<file path="config.mk">
export PLATFORM = sky130hd
export DESIGN_NAME = alu_functional_unit
export DESIGN_NICKNAME = d
export VERILOG_FILES = /design/src/rtl/alu_functional_unit.sv
export SDC_FILE = /design/constraint.sdc
export NUM_CORES = 1
export LEC_CHECK = 0
export BUFFER_PORTS_ARGS = -buffer_cell sky130_fd_sc_hd__buf_2
export CORE_ASPECT_RATIO = 0.75
export CORE_MARGIN = 2
export CORE_UTILIZATION = 40
export DETAILED_ROUTE_END_ITERATION = 6
export PLACE_DENSITY = 0.62
export RECOVER_POWER = 100
export SYNTH_ARGS = -nofsm -noshare
export SYNTH_HDL_FRONTEND = slang
export SYNTH_SLANG_ARGS = --single-unit
export TNS_END_PERCENT = 5
</file>
<file path="constraint.sdc">
create_clock -name clk -period 7.4 [get_ports clk]
set_input_delay 0.37 -clock clk [delete_from_list [all_inputs] [get_ports clk]]
set_output_delay 0.37 -clock clk [all_outputs]
set_load 0.01 [all_outputs]
</file>
<file path="src/rtl/alu_functional_unit.sv">
// Three-stage pipelined integer ALU with a one-entry skid buffer, feeding one CDB port.
// Optional FU_FLUSH_EN adds a flush input that empties the pipe while keeping overflow_err.
module alu_functional_unit #(
  parameter int DATA_W  = 16,
  parameter int IDX_W   = 4,
  parameter int INSTR_W = 16
) (
  input  logic               clk,
  input  logic               rst_n,
`ifdef FU_FLUSH_EN
  input  logic               flush,
`endif
  input  logic               in_valid,
  input  logic [IDX_W-1:0]   in_rob_index,
  input  logic [INSTR_W-1:0] in_instr,
  input  logic [DATA_W-1:0]  in_val1,
  input  logic [DATA_W-1:0]  in_val2,
  output logic               busy,
  output logic               cdb_req,
  output logic [IDX_W-1:0]   cdb_rob_index,
  output logic [DATA_W-1:0]  cdb_result,
  input  logic               cdb_grant,
  output logic               overflow_err
);

`ifndef FU_FLUSH_EN
  logic flush;
  assign flush = 1'b0;
`endif

  logic              s1_v, s2_v, s3_v, skid_v;
  logic [IDX_W-1:0]  s1_idx, s2_idx, s3_idx, skid_idx;
  logic [3:0]        s1_op, skid_op;
  logic [DATA_W-1:0] s1_a, s1_b, skid_a, skid_b;
  logic [DATA_W-1:0] s2_res, s3_res;

  logic s3_free, s2_free, s1_free, stall3;
  logic s1_next, s2_next, s3_next, skid_next, busy_next, drop;
  logic [DATA_W-1:0] alu_res;

  // A stage frees up when it is empty or its occupant moves on this cycle.
  always_comb begin
    stall3    = s3_v & ~cdb_grant;
    s3_free   = ~stall3;
    s2_free   = ~(s2_v & stall3);
    s1_free   = ~(s1_v & s2_v & stall3);
    s3_next   = s3_free ? s2_v : 1'b1;
    s2_next   = s2_free ? s1_v : 1'b1;
    s1_next   = s1_free ? (skid_v | in_valid) : 1'b1;
    skid_next = s1_free ? (skid_v & in_valid) : (skid_v | in_valid);
    drop      = in_valid & skid_v & ~s1_free;
    busy_next = skid_next | (s1_next & s2_next & s3_next & stall3);
  end

  always_comb begin
    alu_res = s1_a;
    case (s1_op)
      4'd0:    alu_res = s1_a + s1_b;
      4'd1:    alu_res = s1_a - s1_b;
      4'd2:    alu_res = s1_a & s1_b;
      4'd3:    alu_res = s1_a | s1_b;
      4'd4:    alu_res = s1_a ^ s1_b;
      4'd5:    alu_res = s1_a << s1_b[3:0];
      4'd6:    alu_res = s1_a >> s1_b[3:0];
      4'd7:    alu_res = {{(DATA_W-1){1'b0}}, ($signed(s1_a) < $signed(s1_b))};
      default: alu_res = s1_a;
    endcase
  end

  always_ff @(posedge clk) begin
    if (!rst_n) begin
      s1_v          <= 1'b0;
      s2_v          <= 1'b0;
      s3_v          <= 1'b0;
      skid_v        <= 1'b0;
      busy          <= 1'b0;
      s3_idx        <= '0;
      s3_res        <= '0;
      overflow_err  <= 1'b0;
    end else if (flush) begin
      s1_v   <= 1'b0;
      s2_v   <= 1'b0;
      s3_v   <= 1'b0;
      skid_v <= 1'b0;
      busy   <= 1'b0;
    end else begin
      s1_v   <= s1_next;
      s2_v   <= s2_next;
      s3_v   <= s3_next;
      skid_v <= skid_next;
      busy   <= busy_next;
      if (drop)
        overflow_err <= 1'b1;
      if (s3_free && s2_v) begin
        s3_idx <= s2_idx;
        s3_res <= s2_res;
      end
      if (s2_free && s1_v) begin
        s2_idx <= s1_idx;
        s2_res <= alu_res;
      end
      // The skid entry is older than the current issue, so it always wins S1.
      if (s1_free) begin
        if (skid_v) begin
          s1_idx <= skid_idx;
          s1_op  <= skid_op;
          s1_a   <= skid_a;
          s1_b   <= skid_b;
        end else if (in_valid) begin
          s1_idx <= in_rob_index;
          s1_op  <= in_instr[INSTR_W-1 -: 4];
          s1_a   <= in_val1;
          s1_b   <= in_val2;
        end
      end
      if (in_valid && (s1_free ? skid_v : !skid_v)) begin
        skid_idx <= in_rob_index;
        skid_op  <= in_instr[INSTR_W-1 -: 4];
        skid_a   <= in_val1;
        skid_b   <= in_val2;
      end
    end
  end

  assign cdb_req       = s3_v;
  assign cdb_rob_index = s3_idx;
  assign cdb_result    = s3_res;

endmodule

</file>
* Yosys cells after proc, flatten, opt, wreduce, memory -nomap -nowiden
Index checks and enable logic that the tools add are counted.
** Word-level totals
- Bits in registers :: 126
- Bits of input ports :: 56
- Word-level logic and storage cells :: 71
** Operators by class
- $add $sub $neg :: 2
- Order comparisons :: 1
- Equal/unequal tests :: 7
- Shifts and indexed selects :: 2
- Multiplexer cells :: 14
- Bitwise operators :: 18
- Reduce and logical (&&, ||, !) cells :: 9
** Operator list (count)
- $pmux 16 s8 :: 1
- $mux 16 :: 4
- $add 16x16->16 :: 1
- $and 16x16->16 :: 1
- $eq 4x3->1 const B :: 4
- $lt 16x16->1 :: 1
- $mux 4 :: 4
- $or 16x16->16 :: 1
- $shl 16x4->16 :: 1
- $shr 16x4->16 :: 1
- $sub 16x16->16 :: 1
- $xor 16x16->16 :: 1
- $and 1x1->1 :: 9
- $eq 4x2->1 const B :: 2
- $mux 1 :: 5
- $eq 4x1->1 const B :: 1
- $logic_not 4->1 :: 1
- $not 1->1 :: 4
- $reduce_and 2->1 :: 2
- $logic_and 1x1->1 :: 3
- $reduce_and 3->1 :: 1
- $or 1x1->1 :: 2
- $reduce_bool 2->1 :: 1
- $logic_not 1->1 :: 1

* Depth between registers and ports, before layout
Gate-level depths: netlist of the first run.
- Depth in word-level cells :: 8
- Mapped depth :: 12
- Depth with buffers taken out :: 10

* Worst setup path before layout of the first run
No wires, ideal clock.
- Kind :: register to register
- From :: register s1_b[1]
- To :: register s2_res[15], data pin
- Arrival :: 3053 ps
- Data required time :: 7141 ps
- Path slack :: 4088 ps
- Cell stages (with the launch flop) :: 12
- Path buffers :: 2
- Clock period less this slack :: 3312 ps
- Path through :: edfxtp_1 -> buf_2 -> clkinv_1 -> buf_1 -> ha_1 -> a21oi_1 -> o2111ai_1 -> nand3_1 -> nor2_1 -> a2111oi_0 -> mux2_2 -> a211o_1
** Between the ends
- Cells in the longest elaborated chain, start to end :: 2
- Elaborated cells between the ends (all ways) :: 5
** RTL lines
- start, declared :: RTL line 34 : logic [DATA_W-1:0] s1_a, s1_b, skid_a, skid_b;
- start signal, assigned :: RTL line 108 : s1_b <= skid_b;
- start signal, assigned :: RTL line 113 : s1_b <= in_val2;
- $sub 16x16->16 (tied with other cells) :: RTL line 59 : 4'd1: alu_res = s1_a - s1_b;
- $pmux 16 s8 * :: RTL line 57 : case (s1_op)
- via alu_res[15] :: RTL line 39 : logic [DATA_W-1:0] alu_res;
- end signal, assigned :: RTL line 100 : s2_res <= alu_res;
- end, declared :: RTL line 35 : logic [DATA_W-1:0] s2_res, s3_res;
Mark *: on every way through the listed nets, which the timed path passes. The rest lies on a longest branch.
A chain may end at the register's enable or synchronous reset.

* Worst setup path in the final report of the first run
- From :: register s1_b[1]
- To :: register s2_res[11], data pin
The elaborated chain is that of the path after synthesis.

==> run metrics, run 1 <==
outcome finished, violations left; failing checks max-capacitance violations, max-slew violations; largest family of logic cells by synthesized area compound AO/OA/AOI/OAI gates; XOR/XNOR Fraction of Synth Area 0.00835; FP Rows 45; core footprint 0.0204 mm^2; Synth Area in Compound Gates 0.191; cells taking the most area after synthesis edfxtp_1 36%, ha_1 7.9%, mux2_2 6.3%, dfxtp_1 6.2%, nand2_1 3.7%; mapped cell area 0.00839 mm^2; Synth area leader edfxtp_1; hold crit path type in2reg; Filler cells 1,981; final setup TNS 0 ns; fraction of layout cells with a size suffix above 1 0.133; Crit Path Category reg2reg; Clock transition at path regs 0.07 ns; Final Wtd Congestion 0.967; Seq/Total Area, Yosys 0.420; commonest cells after routing, fill and taps aside 100 x edfxtp_1, 82 x nand2_1, 75 x nor2_1; hold_buf cts 0; CTS max path bufs 2; R2R depth 11; Gate Count Post-Synth 848; arrival time worst endpoint 5.49 ns; Num Clock Sinks 126; final instance area 0.00941 mm^2; R2R Setup Slk 2.04 ns; total track usage 0.220; Rel. slew slack -0.385; Synth-to-Final Area Change 12.2%; mux contribution to synthesized area 0.103; Reg area 0.00352 mm^2; Initial Utilization 0.412; drt drc 0; worst slew pin tran 2.08 ns; largest net degree at the start of global routing 47; antenna cells 0; root buffer cell clkbuf_16; Synth Area in Simple Gates 0.139; syn_nets 959; area of the multi-input gates 0.00439 mm^2; DR pass1 iterations 7; Leak 3.43 nW; Avg Cell Area, Syn 9.89 um^2; max cap viols 5; maximum level of the CTS H-tree 4; CP Launch Point s1_b[1]; DR iter-0 viols 706; Crit Reg-Reg Endpoint s2_res[11]; Setup Viol. Count Final 0; unrepaired setup endpoints after global routing no; routed len/inst 20.0 um; post-route minimum period 5.36 ns; clock skew 0.0127 ns; Most used DFF post-synth edfxtp_1; Worst Setup EP s2_res[11]; total power divided by cell area 222 mW/mm^2; Fin. Hold Viols 0; DRT antenna net count 0; post-DP HPWL 17,000 um; synthesized flop and latch total 126; # IOs 79; worst path required time 7.53 ns; post-cts sizing count 0; startpoint types flip-flop; width of the die 171 um; number of global-route vias before repair 6,292; global-route wire length before repair 36,400 um; post-synth top area share 0.358; Die Y 129 um; Post-Synth Adder-Cell Area 0.0850; Fmax 186 MHz; Final period util 0.725; Final Util 0.462; CTS buffer count 17; Ys Warns 0; antenna violations before repair 0; die area 0.0222 mm^2; Critical Path End Type flip-flop; vias per cell 5.76; PortBufs 66; Clock Latency Late Sink 0.43 ns; Post-synth EDFFs 100; critical path peak fanout 35; RR Startpoint s1_b[1]; DRT Wirelength 23,700 um; placed cell area 0.00889 mm^2; Layout Nets 1,000; CTS tree yes; Max Slew Vio Count 172; total power 2.09 mW; DR vias 6,815; worst vdd ir 0.131 mV; post-synthesis cell type count 77; GRT overflow 0; fraction of registers with async set/reset 0; most common cell after layout, fill and taps aside edfxtp_1; setup bufs post-CTS 0
[registers in the layout, summed over array words and instances, names as in the netlist]
signal / count
cdb_result: 16
s1_a: 16
s1_b: 16
s2_res: 16
skid_a: 16
skid_b: 16
cdb_rob_index: 4
s1_idx: 4
s1_op: 4
s2_idx: 4
skid_idx: 4
skid_op: 4
busy: 1
cdb_req: 1
overflow_err: 1
s1_v: 1
s2_v: 1
skid_v: 1
[worst max-delay path: stages, from the launching register on]
cell and delay (ns):
edfxtp_1 0.32, clkbuf_1 1.22, clkinv_1 0.19, clkbuf_1 0.62, ha_1 0.59, nor3_1 0.09
o311ai_0 0.79, a21oi_4 0.17, o21ai_0 0.26, xnor2_1 0.10, a2111oi_0 0.51, a22oi_1 0.17
[final cells by class]
cell class,count,share of cell area
multi-input cells,620,0.466
flip-flops and latches,126,0.374
clock buffers,18,0.0456
well taps,282,0.0375
repair buffers,77,0.0367
clock inverters,14,0.0205
inverters,47,0.0187
[logic make-up after synthesis]
kind of cell,count (synthesis)
adder cells (fa/ha/maj),56
AND/OR/NAND/NOR,251
multiplexers,74
flip-flops,126
buffers and inverters,102
AO/OA/AOI/OAI,231
XOR/XNOR,8
[routing by layer]
| layer | part of all wire | vias up | wire [um] | track usage |
|---|---|---|---|---|
| li1 | - | 3224 | - | - |
| met5 | 0 | - | 0 | 0 |
| met2 | 0.39 | 306 | 9190 | 0.290 |
| met4 | 0.019 | 0 | 453 | 0.0698 |
| met3 | 0.11 | 29 | 2610 | 0.0788 |
| met1 | 0.48 | 3256 | 11500 | 0.330 |
[report_power, final]
group / switching [mW] / total, mW / internal [mW]
registers: 0.0287 / 0.820 / 0.791
clock network: 0.332 / 0.896 / 0.564
logic: 0.238 / 0.376 / 0.139
[worst min-delay path by stage]
stage	startpoint	endpoint	slack [ns]	cells after the start
CTS	in_val1[6]	skid_a[6]	0.11	1
global placement	s1_idx[1]	s2_idx[1]	0.41	0
finish	in_val1[0]	skid_a[0]	0.13	1
floorplan	s1_idx[0]	s2_idx[0]	0.40	0
global route	in_val2[2]	skid_b[2]	0.11	1
detailed placement	s1_idx[3]	s2_idx[3]	0.41	0
[cells in the mapped netlist, drive strengths merged (4+ instances only)]
library cell / number
nor2b: 15
o22ai: 8
dfxtp: 26
and2: 7
a2111oi: 8
a211oi: 18
inv: 45
a21oi: 60
mux4: 5
o21a: 6
buf: 24
nand3: 12
o211ai: 8
nor4: 7
nand2b: 4
or3: 7
edfxtp: 100
nand2: 82
ha: 53
o31ai: 6
xnor2: 7
a21boi: 21
a221oi: 8
a22oi: 13
nor2: 75
a32oi: 6
nor3: 27
o2111ai: 4
mux2i: 22
o21ai: 33
clkbuf: 30
mux2: 47
[per-stage QoR]
step	cells	setup slack, ns	hold slack [ns]
3_3_place_gp	1152	3.34	0.408
5_1_grt	1184	1.52	0.112
4_1_cts	1184	3.33	0.114
2_1_floorplan	848	4.09	0.400
6_report	1184	2.04	0.130
3_5_place_dp	1152	3.35	0.413
No activity file was read; power rests on OpenSTA's default activity.
==> inputs of run 2 (changes only) <==
--- a/config.mk
+++ b/config.mk
@@ -10,7 +10,7 @@
 export CORE_MARGIN = 2
 export CORE_UTILIZATION = 40
 export DETAILED_ROUTE_END_ITERATION = 6
-export PLACE_DENSITY = 0.62
+export PLACE_DENSITY = 0.64
 export RECOVER_POWER = 100
 export SYNTH_ARGS = -nofsm -noshare
 export SYNTH_HDL_FRONTEND = slang
==> constraint.sdc (replaced) <==
create_clock -name clk -period 4.83 [get_ports clk]
set_input_delay 0.2415 -clock clk [delete_from_list [all_inputs] [get_ports clk]]
set_output_delay 0.2415 -clock clk [all_outputs]
set_load 0.01 [all_outputs]
==> run 2 against run 1 <==
The flow still finishes with violations (max-capacitance violations, max-slew violations). Core utilization up 1.7 points. Sequential cell count unchanged. Critical path type unchanged. Critical endpoint is now s2_res[12]. Fmax up 32%. Clock power up 46%. Via count up 2.5%. Non-clock buffer count up 37. Largest power group unchanged.
==> run metrics, run 2 (synthesis results as in run 1) <==
outcome finished, violations left; failing checks max-capacitance violations, max-slew violations; drt drc 0 (unchanged); hold crit path type in2reg; Max stage delay on crit path 0.79 ns (-0.43 ns); CTS tree yes; antenna cells 0 (unchanged); max cap viols 3 (-2); Fin. Hold Viols 0 (unchanged); Hold Slack 0.0393 ns (-0.0902 ns); antenna violations before repair 0 (unchanged); critical path peak fanout 25 (-29%); Num Clock Sinks 126 (unchanged); most common cell after layout, fill and taps aside edfxtp_1; CTS max path bufs 2 (unchanged); worst vdd ir 0.180 mV (+38%); GRT overflow 0 (unchanged); routed len/inst 19.8 um (-1.4%); Setup Viol. Count Final 0 (unchanged); register share of total power 0.399 (+0.007); Initial Utilization 0.412 (unchanged); Final Wtd Congestion 0.972 (+0.53%); DRT antenna net count 0 (unchanged); DR iter-0 viols 576 (-18%); global-route wire length before repair 38,000 um (+4.2%); CTS buffer count 17 (unchanged); DR vias 6,988 (+2.5%); total track usage 0.227 (+0.00772); Leak 3.55 nW (+3.5%); largest net degree at the start of global routing 46 (-2.1%); Critical Path End Type flip-flop; FP Rows 45 (unchanged); vias per cell 5.73 (-0.49%); die area 0.0222 mm^2 (unchanged); DR pass1 iterations 6 (-1); number of global-route vias before repair 6,758 (+7.4%); root buffer cell clkbuf_16; startpoint types flip-flop; width of the die 171 um (unchanged); slack of the critical path 0.777 ns (-1.26 ns); maximum level of the CTS H-tree 4 (unchanged); commonest cells after routing, fill and taps aside 100 x edfxtp_1, 82 x nand2_1, 75 x nor2_1; Layout Nets 1,037 (+3.7%); Fmax 247 MHz (+32%); R2R depth 9 (-2); fraction of layout cells with a size suffix above 1 0.120 (-0.0126); Die Y 129 um (unchanged); post-route minimum period 4.05 ns (-1.31 ns); total power 3.17 mW (+51%); Clock power frac 0.413 (-0.015); Clock transition at path regs 0.06 ns (about the same); Critical-path top delay cell edfxtp_1; Max Slew Vio Count 105 (-39%); dpl ws 1.18 ns (-2.17 ns); worst path required time 4.99 ns (-2.54 ns); Combinational Power Share 0.189 (+0.009); clock skew 0.0132 ns (+0.000452 ns); worst slew pin tran 3.19 ns (+1.11 ns); DRT Wirelength 24,100 um (+1.6%); post-cts sizing count 0 (unchanged); final setup TNS 0 ns (unchanged); # IOs 79 (unchanged); switching power 917 uW (+53%); Final period util 0.839 (+0.115); unrepaired setup endpoints after global routing no; arrival time worst endpoint 4.22 ns (-1.27 ns); Synth-to-Final Area Change 16.2%; Int Power 2.25 mW (+51%); Crit Path Category reg2reg; Rel. slew slack -1.13 (-0.749); hold-critical path depth 1 (unchanged); setup bufs post-CTS 0 (unchanged); switching share of power 0.289 (+0.00338); core footprint 0.0204 mm^2 (unchanged); Final Util 0.478 (+0.0168); post-DP HPWL 17,200 um (+1.5%); Clock Latency Late Sink 0.43 ns (about the same); PortBufs 66 (unchanged); CP cell instances ha_1, fa_1, o21bai_1, a21oi_1, o21a_1, o41ai_1, a221oi_1, xor2_1, a221o_1; total power divided by cell area 325 mW/mm^2 (+46%)
==> run 2: final timing paths <==
check                   from          to  slack, ns
hold reg to reg    s1_idx[2]   s2_idx[2]       0.42
setup reg to reg     s1_b[0]  s2_res[12]       0.78
hold / removal    in_val2[8]   skid_b[8]       0.04
setup / recovery     s1_b[0]  s2_res[12]       0.78
==> run 2: power by group through the flow <==
stage / Sequential [mW] / Clock [mW] / Combinational (mW)
floorplan: 1.26 / 0 / 0.422
global placement: 1.28 / 0 / 0.564
detailed placement: 1.28 / 0 / 0.565
CTS: 1.26 / 1.33 / 0.591
global route: 1.27 / 1.37 / 0.657
finish: 1.26 / 1.31 / 0.598
==> run 2: final cells by class <==
type                    instances  area, um^2
clock buffers                  17         425
inverters                      47         176
flip-flops and latches        126        3520
repair buffers                114         703
multi-input cells             620        4400
fillers                      1967       10600
well taps                     282         353
clock inverters                14         168
==> run 2: stage by stage <==
stage               area, um^2  instances
floorplan                 8390        848
global placement          8900       1153
detailed placement        8900       1153
CTS                       9850       1220
global route              9750       1220
finish                    9750       1220
==> run 2: layer usage <==
layer | GRT usage | part of all wire
met5 | 0 | 0
met3 | 0.0736 | 0.098
met4 | 0.0673 | 0.018
met1 | 0.336 | 0.48
met2 | 0.315 | 0.40
==> run 2: repair_timing <==
item                                    CTS  global route
hold buffers                             36             0
endpoints found under the setup margin    0             0
endpoints found under the hold margin    36             0
==> run 2: critical path, delay by kind of cell, from the launching register on <==
kind	cells	cell delay (ns)
xor gates and xnor gates	1	0.22
DFF	1	0.79
AOI/OAI and AO/OA	6	1.89
adders and majority gates	2	0.87
==> inputs of run 3 (changes only) <==
==> constraint.sdc (replaced) <==
create_clock -name clk -period 3.25 [get_ports clk]
set_input_delay 0.1625 -clock clk [delete_from_list [all_inputs] [get_ports clk]]
set_output_delay 0.1625 -clock clk [all_outputs]
set_load 0.01 [all_outputs]
==> run 3 against run 2 <==
The flow now finishes without violations. Hold slack worse by 0.00062 ns. Cell area rose by 4.9%. Sequential cell count is the same. Largest power group unchanged. Non-clock buffer count rose by 54. Setup slack worse by 0.60 ns. Fmax is 32% higher. Global-route usage increased by 0.22 points. Register-to-register slack lost 0.60 ns. Critical path depth grew 2. Combinational power is 66% higher.
==> run metrics, run 3 (synthesis results as in run 1) <==
number of global-route vias before repair 6,583 (-2.6%); DRT Wirelength 24,800 um (+2.7%); critical path peak fanout 3 (-88%); worst path required time 3.42 ns (-1.57 ns); GRT overflow 0 (unchanged); switching power 1.43 mW (+56%); Critical-path top delay cell fa_1; # IOs 79 (unchanged); post-DP HPWL 18,400 um (+6.9%); RR Startpoint s1_a[0]; global-route wire length before repair 38,200 um (+0.49%); DRT antenna net count 0 (unchanged); Fin. Hold Viols 0 (unchanged); FP Rows 45 (unchanged); antenna cells 0 (unchanged); switching share of power 0.290 (+0.000481); root buffer cell clkbuf_16; Num Clock Sinks 126 (unchanged); Rel. slew slack 0.189 (+1.32); Clock power frac 0.425 (+0.012); Finished Layout Cells 1,275 (+4.5%); worst slew pin tran 1.22 ns (-1.97 ns); Setup Viol. Count Final 0 (unchanged); final setup TNS 0 ns (unchanged); routed len/inst 19.4 um (-1.8%); hold-critical path depth 2 (+1); die area 0.0222 mm^2 (unchanged); total power divided by cell area 484 mW/mm^2 (+49%); R2R depth 11 (+2); startpoint types flip-flop; Initial Utilization 0.412 (unchanged); DR pass1 iterations 5 (-1); max cap viols 0 (-3); DR iter-0 viols 739 (+28%); Final Wtd Congestion 0.994 (+2.3%); R2R Setup Slk 0.18 ns (-0.60 ns); Final period util 0.945 (+0.106); outcome complete, no violations; antenna violations before repair 0 (unchanged); Crit Path Category reg2reg; Clock transition at path regs 0.06 ns (about the same); GRT met2 Usage 0.320 (+0.00522); most common cell after layout, fill and taps aside edfxtp_1; Fmax 326 MHz (+32%); CTS buffer count 17 (unchanged); Crit Reg-Reg Endpoint s2_res[12]; Max Slew Vio Count 0 (-100%); maximum level of the CTS H-tree 4 (unchanged); Cells after DPL 1,203 (+4.3%); PortBufs 66 (unchanged); CP cell instances inv_1, ha_1, fa_1, o21bai_1, a21oi_1, o21a_1, o41ai_2, a221oi_2, buf_4, xor2_1, a221o_1; met3 GRT Util 0.0684 (-0.00519); worst vdd ir 0.371 mV (+110%); Die Y 129 um (unchanged); Clock Latency Late Sink 0.43 ns (about the same); Synth-to-Final Area Change 21.9%; Int Power 3.51 mW (+56%); vias per cell 5.63 (-1.7%); busiest grt layer met1; CTS tree yes; GRT met1 Usage 0.339 (+0.00329); clock skew 0.0150 ns (+0.00179 ns); WHS Endpoint s1_v; setup bufs post-CTS 0 (unchanged); core footprint 0.0204 mm^2 (unchanged); width of the die 171 um (unchanged); post-route minimum period 3.07 ns (-0.982 ns); largest net degree at the start of global routing 45 (-2.2%); Leak 3.82 nW (+7.6%); register share of total power 0.374 (-0.025); Filler cells 1,900 (-3.4%); Max stage delay on crit path 0.43 ns (-0.36 ns); Hold Crit Start in_valid; Combinational Power Share 0.200 (+0.011); commonest cells after routing, fill and taps aside 100 x edfxtp_1, 82 x nand2_1, 74 x nor2_1; hold crit path type in2reg; drt drc 0 (unchanged); total track usage 0.230 (+0.00218); Layout Nets 1,091 (+5.2%); arrival time worst endpoint 3.24 ns (-0.98 ns); CTS max path bufs 2 (unchanged); DR vias 7,179 (+2.7%); Critical Path End Type flip-flop; fraction of layout cells with a size suffix above 1 0.166 (+0.0457)
[run 3: cell types whose count changed in the layout (fill, tap and decap cells not counted), sizes merged]
cell / before / now
clkbuf: 74 / 82
clkinv: 9 / 4
dlygate4sd3: 36 / 40
buf: 21 / 63
inv: 47 / 53
clkinvlp: 2 / 1
bufinv: 3 / 4
[run 3: timing repair]
item	in CTS	in global routing
setup endpoints to repair	0	3
gates resized for setup	0	4
hold buffers	40	0
endpoints found under the hold margin	40	0
[run 3: worst max path at each step]
stage	from	end	slack [ns]	depth (start not counted)
after floorplan	skid_v	s1_a[0]	0.05	4
after global placement	s1_a[1]	s2_res[15]	0.18	10
after detailed placement	s1_b[1]	s2_res[15]	0.18	10
after CTS	s1_b[1]	s2_res[15]	0.14	10
after global routing	s1_b[1]	s2_res[9]	-0.003	10
final	s1_a[0]	s2_res[12]	0.18	11
[run 3: power by group through the flow]
stage	clock (mW)	sequential [mW]	combinational [mW]
6_report	2.10	1.85	0.992
5_1_grt	2.20	1.86	1.08
4_1_cts	2.14	1.85	0.979
3_5_place_dp	0	1.88	0.935
3_3_place_gp	0	1.88	0.932
2_1_floorplan	0	1.87	0.627
[run 3: worst max-delay path, delay by kind of cell, from the launching register on]
family	cells	cell delay (ns)
compound gates	6	1.40
xor+xnor	1	0.13
fa+ha+maj	2	0.66
buf+inv	2	0.25
flops	1	0.38
[run 3: area by class of cell]
cell class / instances / area, um^2 / share of cell area
multi-input combinational: 620 / 4430 / 0.433
timing repair buffer: 168 / 1100 / 0.108
tap: 282 / 353 / 0.0345
clock buffer: 17 / 425 / 0.0416
inverter: 47 / 176 / 0.0172
sequential: 126 / 3520 / 0.344
clock inverter: 15 / 220 / 0.0215
[run 3: routing by layer]
layer	vias up	wire length, um	part of all wire
li1	3416	-	-
met5	-	0	0
met3	31	2530	0.10
met2	302	9960	0.40
met4	0	506	0.020
met1	3430	11800	0.48
[run 3: stage by stage]
step | utilization | instance area, um^2 | power, mW | setup WS [ns] | hold slack, ns
2_1_floorplan | - | 8390 | 2.50 | 0.0467 | 0.261
3_3_place_gp | 0.456 | 9290 | 2.81 | 0.180 | 0.357
3_5_place_dp | 0.456 | 9290 | 2.82 | 0.177 | 0.355
4_1_cts | 0.507 | 10300 | 4.97 | 0.140 | 0.0205
5_1_grt | 0.502 | 10200 | 5.13 | -0.00291 | 0.0435
6_report | 0.502 | 10200 | 4.95 | 0.178 | 0.0387
